File: src/rtl/fpga_pb_reader.sv
// Pushbutton reader: synchronizes and debounces 21 buttons, queues press events
// in a small FIFO and exposes STATUS/KEY/LEVEL registers on a CPU I/O page.
module fpga_pb_reader #(
  parameter int unsigned TICK_CYCLES = 1000,
  parameter int unsigned FIFO_DEPTH  = 4
) (
  input  logic        clk,
  input  logic        nrst,
  input  logic [20:0] pb,
  input  logic        read_en,
  input  logic [7:0]  addr,
  input  logic [7:0]  din,
  output logic [7:0]  dout,
  output logic        irq
);

  localparam int unsigned NUM_PB = 21;
  localparam int unsigned TICK_W = 16;
  localparam int unsigned CODE_W = 5;
  localparam int unsigned PTR_W  = $clog2(FIFO_DEPTH);
  localparam int unsigned CNT_W  = PTR_W + 1;

  localparam logic [7:0] ADDR_STATUS = 8'h20;
  localparam logic [7:0] ADDR_KEY    = 8'h21;
  localparam logic [7:0] ADDR_LEVEL0 = 8'h22;
  localparam logic [7:0] ADDR_LEVEL1 = 8'h23;
  localparam logic [7:0] ADDR_LEVEL2 = 8'h24;

  logic [NUM_PB-1:0]      sync1_q, sync1_d;
  logic [NUM_PB-1:0]      sync2_q, sync2_d;
  logic [TICK_W-1:0]      tick_cnt_q, tick_cnt_d;
  logic                   tick_c;
  logic [NUM_PB-1:0]      deb_q, deb_d;
  logic [NUM_PB-1:0][1:0] agree_q, agree_d;
  logic [NUM_PB-1:0]      rise_q, rise_d;
  logic [NUM_PB-1:0]      pend_q, pend_d;
  logic                   ovf_q, ovf_d;

  logic [FIFO_DEPTH-1:0][CODE_W-1:0] mem_q, mem_d;
  logic [PTR_W-1:0]       wr_ptr_q, wr_ptr_d;
  logic [PTR_W-1:0]       rd_ptr_q, rd_ptr_d;
  logic [CNT_W-1:0]       count_q, count_d;

  logic                   grant_c;
  logic [CODE_W-1:0]      grant_idx_c;
  logic                   full_c;
  logic                   empty_c;
  logic                   pop_c;
  logic                   push_c;
  logic                   ovf_clr_c;
  logic                   ovf_set_c;
  logic                   unused_din;

  assign unused_din = ^din[6:0];

  // Two-flop synchronizer in front of everything else.
  always_comb begin
    sync1_d = pb;
    sync2_d = sync1_q;
  end

  // Free-running sample tick; first pulse TICK_CYCLES cycles after reset.
  always_comb begin
    tick_c     = (tick_cnt_q == TICK_W'(TICK_CYCLES - 1));
    tick_cnt_d = tick_c ? '0 : tick_cnt_q + TICK_W'(1);
  end

  // Three consecutive disagreeing samples flip the debounced state.
  always_comb begin
    deb_d   = deb_q;
    agree_d = agree_q;
    rise_d  = '0;
    if (tick_c) begin
      for (int i = 0; i < NUM_PB; i++) begin
        if (sync2_q[i] != deb_q[i]) begin
          if (agree_q[i] == 2'd2) begin
            deb_d[i]   = sync2_q[i];
            agree_d[i] = 2'd0;
            rise_d[i]  = sync2_q[i];
          end else begin
            agree_d[i] = agree_q[i] + 2'd1;
          end
        end else begin
          agree_d[i] = 2'd0;
        end
      end
    end
  end

  // Lowest-index pending button wins the FIFO slot.
  always_comb begin
    grant_c     = 1'b0;
    grant_idx_c = '0;
    for (int i = NUM_PB - 1; i >= 0; i--) begin
      if (pend_q[i]) begin
        grant_c     = 1'b1;
        grant_idx_c = CODE_W'(i);
      end
    end
  end

  always_comb begin
    full_c    = (count_q == CNT_W'(FIFO_DEPTH));
    empty_c   = (count_q == '0);
    pop_c     = read_en && (addr == ADDR_KEY) && !empty_c;
    push_c    = grant_c && (!full_c || pop_c);
    ovf_clr_c = !read_en && (addr == ADDR_STATUS) && din[7];
    ovf_set_c = |(rise_q & pend_q);
  end

  // Pending bits: a press onto an already-pending button is dropped.
  always_comb begin
    pend_d = pend_q;
    if (push_c) begin
      pend_d[grant_idx_c] = 1'b0;
    end
    pend_d = pend_d | (rise_q & ~pend_q);

    ovf_d = ovf_q;
    if (ovf_clr_c) begin
      ovf_d = 1'b0;
    end
    if (ovf_set_c) begin
      ovf_d = 1'b1;
    end
  end

  always_comb begin
    mem_d    = mem_q;
    wr_ptr_d = wr_ptr_q;
    rd_ptr_d = rd_ptr_q;
    count_d  = count_q;
    if (push_c) begin
      mem_d[wr_ptr_q] = grant_idx_c;
      wr_ptr_d        = wr_ptr_q + PTR_W'(1);
    end
    if (pop_c) begin
      rd_ptr_d = rd_ptr_q + PTR_W'(1);
    end
    if (push_c && !pop_c) begin
      count_d = count_q + CNT_W'(1);
    end else if (!push_c && pop_c) begin
      count_d = count_q - CNT_W'(1);
    end
  end

  // CPU read mux reflects pre-edge state; zero unless reading.
  always_comb begin
    dout = 8'h00;
    if (read_en) begin
      case (addr)
        ADDR_STATUS: dout = {ovf_q, 2'b00, 5'(count_q)};
        ADDR_KEY: begin
          if (!empty_c) begin
            dout = {1'b1, 2'b00, mem_q[rd_ptr_q]};
          end
        end
        ADDR_LEVEL0: dout = deb_q[7:0];
        ADDR_LEVEL1: dout = deb_q[15:8];
        ADDR_LEVEL2: dout = {3'b000, deb_q[20:16]};
        default:     dout = 8'h00;
      endcase
    end
  end

  assign irq = !empty_c;

  always_ff @(posedge clk or negedge nrst) begin
    if (!nrst) begin
      sync1_q    <= '0;
      sync2_q    <= '0;
      tick_cnt_q <= '0;
      deb_q      <= '0;
      agree_q    <= '0;
      rise_q     <= '0;
      pend_q     <= '0;
      ovf_q      <= 1'b0;
      mem_q      <= '0;
      wr_ptr_q   <= '0;
      rd_ptr_q   <= '0;
      count_q    <= '0;
    end else begin
      sync1_q    <= sync1_d;
      sync2_q    <= sync2_d;
      tick_cnt_q <= tick_cnt_d;
      deb_q      <= deb_d;
      agree_q    <= agree_d;
      rise_q     <= rise_d;
      pend_q     <= pend_d;
      ovf_q      <= ovf_d;
      mem_q      <= mem_d;
      wr_ptr_q   <= wr_ptr_d;
      rd_ptr_q   <= rd_ptr_d;
      count_q    <= count_d;
    end
  end

endmodule

File: config.mk
export PLATFORM = sky130hd
export DESIGN_NAME = fpga_pb_reader
export DESIGN_NICKNAME = d
export VERILOG_FILES = /design/src/rtl/fpga_pb_reader.sv
export SDC_FILE = /design/constraint.sdc
export NUM_CORES = 1
export LEC_CHECK = 0
export CORE_MARGIN = 5
export CORE_UTILIZATION = 25
export DETAILED_ROUTE_END_ITERATION = 12
export PLACE_DENSITY_LB_ADDON = 0.15
export RECOVER_POWER = 100
export SLEW_MARGIN = 15
export SYNTH_ARGS = -nofsm -noshare
export SYNTH_HDL_FRONTEND = slang
export SYNTH_SLANG_ARGS = --single-unit
File: constraint.sdc
create_clock -name clk -period 3.75 [get_ports clk]
set_input_delay 0.75 -clock clk [delete_from_list [all_inputs] [get_ports clk]]
set_output_delay 0.75 -clock clk [all_outputs]
set_load 0.02 [all_outputs]
# [Word level (Yosys, flattened, before mapping)]
# Cells that the tools add are included.
[word_totals] output_inout_bits=9 word_cells=324 reg_bits=191 in_bits=40
[classes] order_cmp=5 muxes=143 reduce_logical=40 bitwise=6 n_eq_ne=49 add_sub_neg=26
[op_table] op="two-way mux 5 bit" count=23
[op_table] op="two-way mux 2 bit" count=42
[op_table] op="two-way mux 1 bit" count=66
[op_table] op="bitwise AND 21 bit" count=3
[op_table] op="AND reduction 3 bit" count=21
[op_table] op="adder 2 x 1 -> 2 bit, second input constant" count=23
[op_table] op="== test 2 bit, second input constant" count=21
[op_table] op="two-way mux 21 bit" count=2
[op_table] op="NOT 21 bit" count=2
[op_table] op="== test 8 x 6 -> 1 bit, second input constant" count=5
[op_table] op="case mux 8 bit (5 select lines)" count=1
[op_table] op="!= test 1 bit" count=21
[op_table] op="bitwise OR 21 bit" count=1
[op_table] op="OR reduction 21 bit" count=1
[op_table] op="bitwise mux 20 bit" count=1
[op_table] op="adder 16 x 1 -> 16 bit, second input constant" count=1
[op_table] op="== test 16 x 10 -> 1 bit, second input constant" count=1
[op_table] op="two-way mux 16 bit" count=1
[op_table] op="two-way mux 8 bit" count=2
[op_table] op="binary-select mux 5 bit (select 2 bit)" count=1
[op_table] op="demux 5 bit (select 2 bit)" count=1
[op_table] op="logical AND 1 bit" count=9
[op_table] op="less-than comparator 2 x 3 -> 1 bit, second input constant" count=2
[op_table] op="less-than comparator 5 x 6 -> 1 bit, second input constant" count=1
[op_table] op="11 further kinds" count=17

# [Depth between registers and ports, before layout]
[logic_depth] depth_word=29 mapped_depth=12 depth_no_buf=10

# [Worst setup path before layout]
# OpenSTA, ideal clock, no wires.
[synth_path] kind="input -> register" startpoint="input port addr[1]" endpoint="register count_q[2]" n_path_buf=1 slack_ns=0.788 setup_time_ns=0.079 required_ns=3.671 cell_stages=10 t_arrival_ns=2.883 cell_sequence="buf_6 -> or3b_4 -> o211ai_4 -> and2_4 -> ha_1 -> inv_1 -> fa_1 -> xor2_1 -> nor2_1 -> xor2_1"
[synth_between] elab_chain_cells=8 word_cells_on_any_way=11 classes_between="1 x eq/ne; 1 x mux; 9 x reduce/logical"
[synth_lines] item="start, declared" line_no="11" source="input logic [7:0] addr,"
[synth_lines] item="== test 8 x 6 -> 1 bit (*)" line_no="105" source="pop_c = read_en && (addr == ADDR_KEY) && !empty_c;"
[synth_lines] item="logical AND 1 bit (*) (2 in series)" line_no="105"
[synth_lines] item="logical OR 1 bit" line_no="106" source="push_c = grant_c && (!full_c || pop_c);"
[synth_lines] item="logical AND 1 bit" line_no="106"
[synth_lines] item="zero test 1 bit" line_no="142" source="end else if (!push_c && pop_c) begin"
[synth_lines] item="logical AND 1 bit" line_no="142"
[synth_lines] item="nonzero test 2 bit (no line)"
[synth_lines] item="end signal, assigned" line_no="194" source="count_q <= count_d;"
[synth_lines] item="end, declared" line_no="42" source="logic [CNT_W-1:0] count_q, count_d;"
# Mark *: on every way between the ends. The rest lies on a longest branch, timed or not.
# A chain may end at the register's enable or synchronous reset.

# [Worst setup path after layout]
[layout_path] startpoint="input port addr[4]" endpoint="output port dout[3]"
[layout_between] elab_chain_cells=3 word_cells_on_any_way=7 classes_between="5 x eq/ne; 2 x mux"
[layout_lines] item="== test 8 x 6 -> 1 bit" line_no="151" source="case (addr)"
[layout_lines] item="case mux 8 bit (5 select lines) (*)" line_no="151"
[layout_lines] item="two-way mux 8 bit (*)" line_no="150" source="if (read_en) begin"
[layout_lines] item="end, declared" line_no="13" source="output logic [7:0] dout,"
# Marked as above.

==> flow_metrics.tcl <==
set metrics [dict create \
    report.final.slew_viol_count 77 \
    nFillCells 3444 \
    drt_first_pass_iters 5 \
    synthFlopType "dfrtp_1" \
    start_kind "input port" \
    cp_data_required_time_ns 3.00 \
    drtAntennaViolNets 0 \
    final_area_um2 9847 \
    grt_max_degree 78 \
    io_pins 49 \
    clk_pin_slew_ns 0.07 \
    syn_inst 734 \
    clkLatencyLatePin_ns 0.45 \
    synth-async-reset-ratio_pct 100.0 \
    nets 832 \
    synth_top_family_by_area "simple AND/OR/NAND/NOR gates" \
    synth_xor_area_share_pct 4.350 \
    critPathSlowestCell "dlygate4sd3_1" \
    overflow 0 \
    hold_class "flip-flop to flip-flop" \
    drt-initial-drc-count 248 \
    post_cts_buffers 0 \
    skew_ns 0.01466 \
    status "finished with violations" \
    start_util_pct 25.20 \
    numCtsBuffers 17 \
    antenna_cells 0 \
    wire_per_inst_um 15.85 \
    fp-row-count 67 \
    synth_edf_count 0 \
    wl_um 19740 \
    multi_input_area_um2 3417 \
    slew_headroom_pct -32.22 \
    critPathMaxFanout 3 \
    syn_avg_cell_area_um2 11.48 \
    ctsHoldBuffers 0 \
    num_vias 5440 \
    fp.dieH_um 193.6 \
    cap_viol_max_count 1 \
    yosysWarnings 0 \
    fin_tns_setup_ns 0 \
    cts_tree "built" \
    clockBufferDepth 2 \
    grt.total_usage_pct 10.89 \
    ys_seq_area_share_pct 56.71 \
    grt_pass1_vias 5444 \
    synth_compound_area_share_pct 7.972 \
    synth_area_um2 8428 \
    grt_pass1_wl_um 32040 \
    fin_crit_sh_pct 97.03 \
    p_per_area_nw_per_um2 578.5 \
    yosys_register_bits 191 \
    vias_per_cell 4.366 \
    portBuffers 41 \
    critPathArrivalTime_ns 2.89 \
    hold_violations 0 \
    synth_cell_types 69 \
    dpl-instance-area_um2 9420 \
    cpPeakStageDelay_ns 0.63 \
    r2r_setup_slack_ns 0.41 \
    path_cells "dlygate4sd3_1 -> or4_1 -> o22ai_1 -> and2_1 -> clkdlybuf4s50_1" \
    cts-root-buf "clkbuf_16" \
    rsz0062_at_grt "no" \
    h-tree-depth 4 \
    leakagePower_nw 4.396 \
    gp_congestion 0.8044 \
    cts.sinks 191 \
    drc 0 \
    area_delta_synth_final_pct 16.83 \
    criticalPathCategory "input port to output pin" \
    fp.dieW_um 193.6 \
    seqCellArea_um2 4780 \
    violations "capacitance limit, slew limit" \
    tightest_slew_ns 1.983 \
    core-area_um2 33450 \
    synth.net_count 781 \
    synthSimpleGateAreaFrac_pct 19.33 \
    final_cell_mix "dfrtp_1 (191), nand2_1 (101), nor2_1 (98)" \
    layout-drive-gt1-share_pct 10.03 \
    crit_path_end_kind "output pin" \
    utilization_pct 29.44 \
    ir_drop_v 0.0003540 \
    dp_hpwl_um 13910 \
    setup_violations 0 \
    synthMuxAreaShare_pct 8.507 \
    hold_slack_ns 0.3492 \
    antenna_found_initial 0 \
    period_needed_ns 3.639 \
    final_common_cell "dfrtp_1" \
    synthAdderAreaFrac_pct 1.128 \
    die-area_um2 37480 \
    fmax_mhz 274.8 \
]
## power breakdown
group          switching (W)  internal [W]  leakage, nW
Clock               0.000873      0.000895        0.274
Sequential          0.000257       0.00230         2.47
Combinational       0.000775      0.000601         1.65
Total                0.00191       0.00379         4.40
## flip-flops by register name, indices dropped and copies added, names as in the netlist
register	flops
agree_q	42
deb_q	21
pend_q	21
rise_q	21
sync1_q	21
sync2_q	21
mem_q	20
tick_cnt_q	16
count_q	3
rd_ptr_q	2
wr_ptr_q	2
ovf_q	1
## per-layer routing
| metal | GRT usage [%] | wire (µm) |
|---|---|---|
| met5 | 0 | 0 |
| met4 | 3.672 | 361 |
| met3 | 2.294 | 540 |
| met2 | 16.78 | 9075 |
| met1 | 15.30 | 9766 |
## cell families after synthesis
| family | Yosys count |
|---|---|
| flip-flops | 191 |
| multiplexers | 57 |
| AO/OA/AOI/OAI | 97 |
| adder cells (fa/ha/maj) | 7 |
| AND/OR/NAND/NOR | 306 |
| buffers and inverters | 35 |
| XOR/XNOR | 41 |
## worst max-delay path: cells and delay by family
family / cells / cell delay [ns]
AO/OA/AOI/OAI: 1 / 0.13
AND/OR/NAND/NOR: 2 / 0.76
buffers and inverters: 2 / 1.23
## repair_timing
action,4_1_cts,5_1_grt
pin swaps,0,1
setup endpoints to repair,2,5
gates resized for setup,1,8
## final timing paths
path | startpoint | to | depth (start not counted)
max in group asynchronous | nrst | agree_q[21] | 2
setup / recovery | addr[4] | dout[3] | 5
hold reg to reg | sync1_q[3] | sync2_q[3] | 0
setup reg to reg | pend_q[7] | count_q[1] | 8
min in group asynchronous | nrst | sync2_q[17] | 1
hold / removal | sync1_q[3] | sync2_q[3] | 0
## through the flow
stage / instances / setup WS, ns / power [W]
final: 1246 / 0.1114 / 0.005697
after CTS: 1246 / 0.01502 / 0.005886
after global routing: 1246 / 0.005160 / 0.006041
after detailed placement: 1214 / -0.06961 / 0.004080
after global placement: 1214 / -0.02834 / 0.004074
after floorplan: 734 / 0.7879 / 0.003597
## final cells by class
cell class	instances	share of cell area (%)
sequential	191	48.54
multi-input combinational	508	34.70
tap	448	5.693
timing repair buffer	58	5.032
clock buffer	19	4.498
clock inverter	13	1.194
inverter	9	0.3431
## cell usage after synthesis, types with 8 or more instances
| library cell | n | area (µm²) |
|---|---|---|
| xor2_1 | 11 | 96.34 |
| nand3_1 | 14 | 70.07 |
| nand2_1 | 101 | 379.1 |
| a22o_1 | 8 | 70.07 |
| dfrtp_1 | 191 | 4780 |
| nor3_1 | 11 | 55.05 |
| o21ai_0 | 14 | 70.07 |
| a31oi_1 | 24 | 150.1 |
| clkbuf_1 | 13 | 48.80 |
| inv_1 | 9 | 33.78 |
| mux2_1 | 27 | 304.0 |
| a21oi_1 | 14 | 70.07 |
| and4b_1 | 17 | 170.2 |
| mux2_2 | 12 | 135.1 |
| xnor2_1 | 29 | 254.0 |
| nor2_1 | 98 | 367.9 |
No activity file was read; power rests on OpenSTA's default activity.
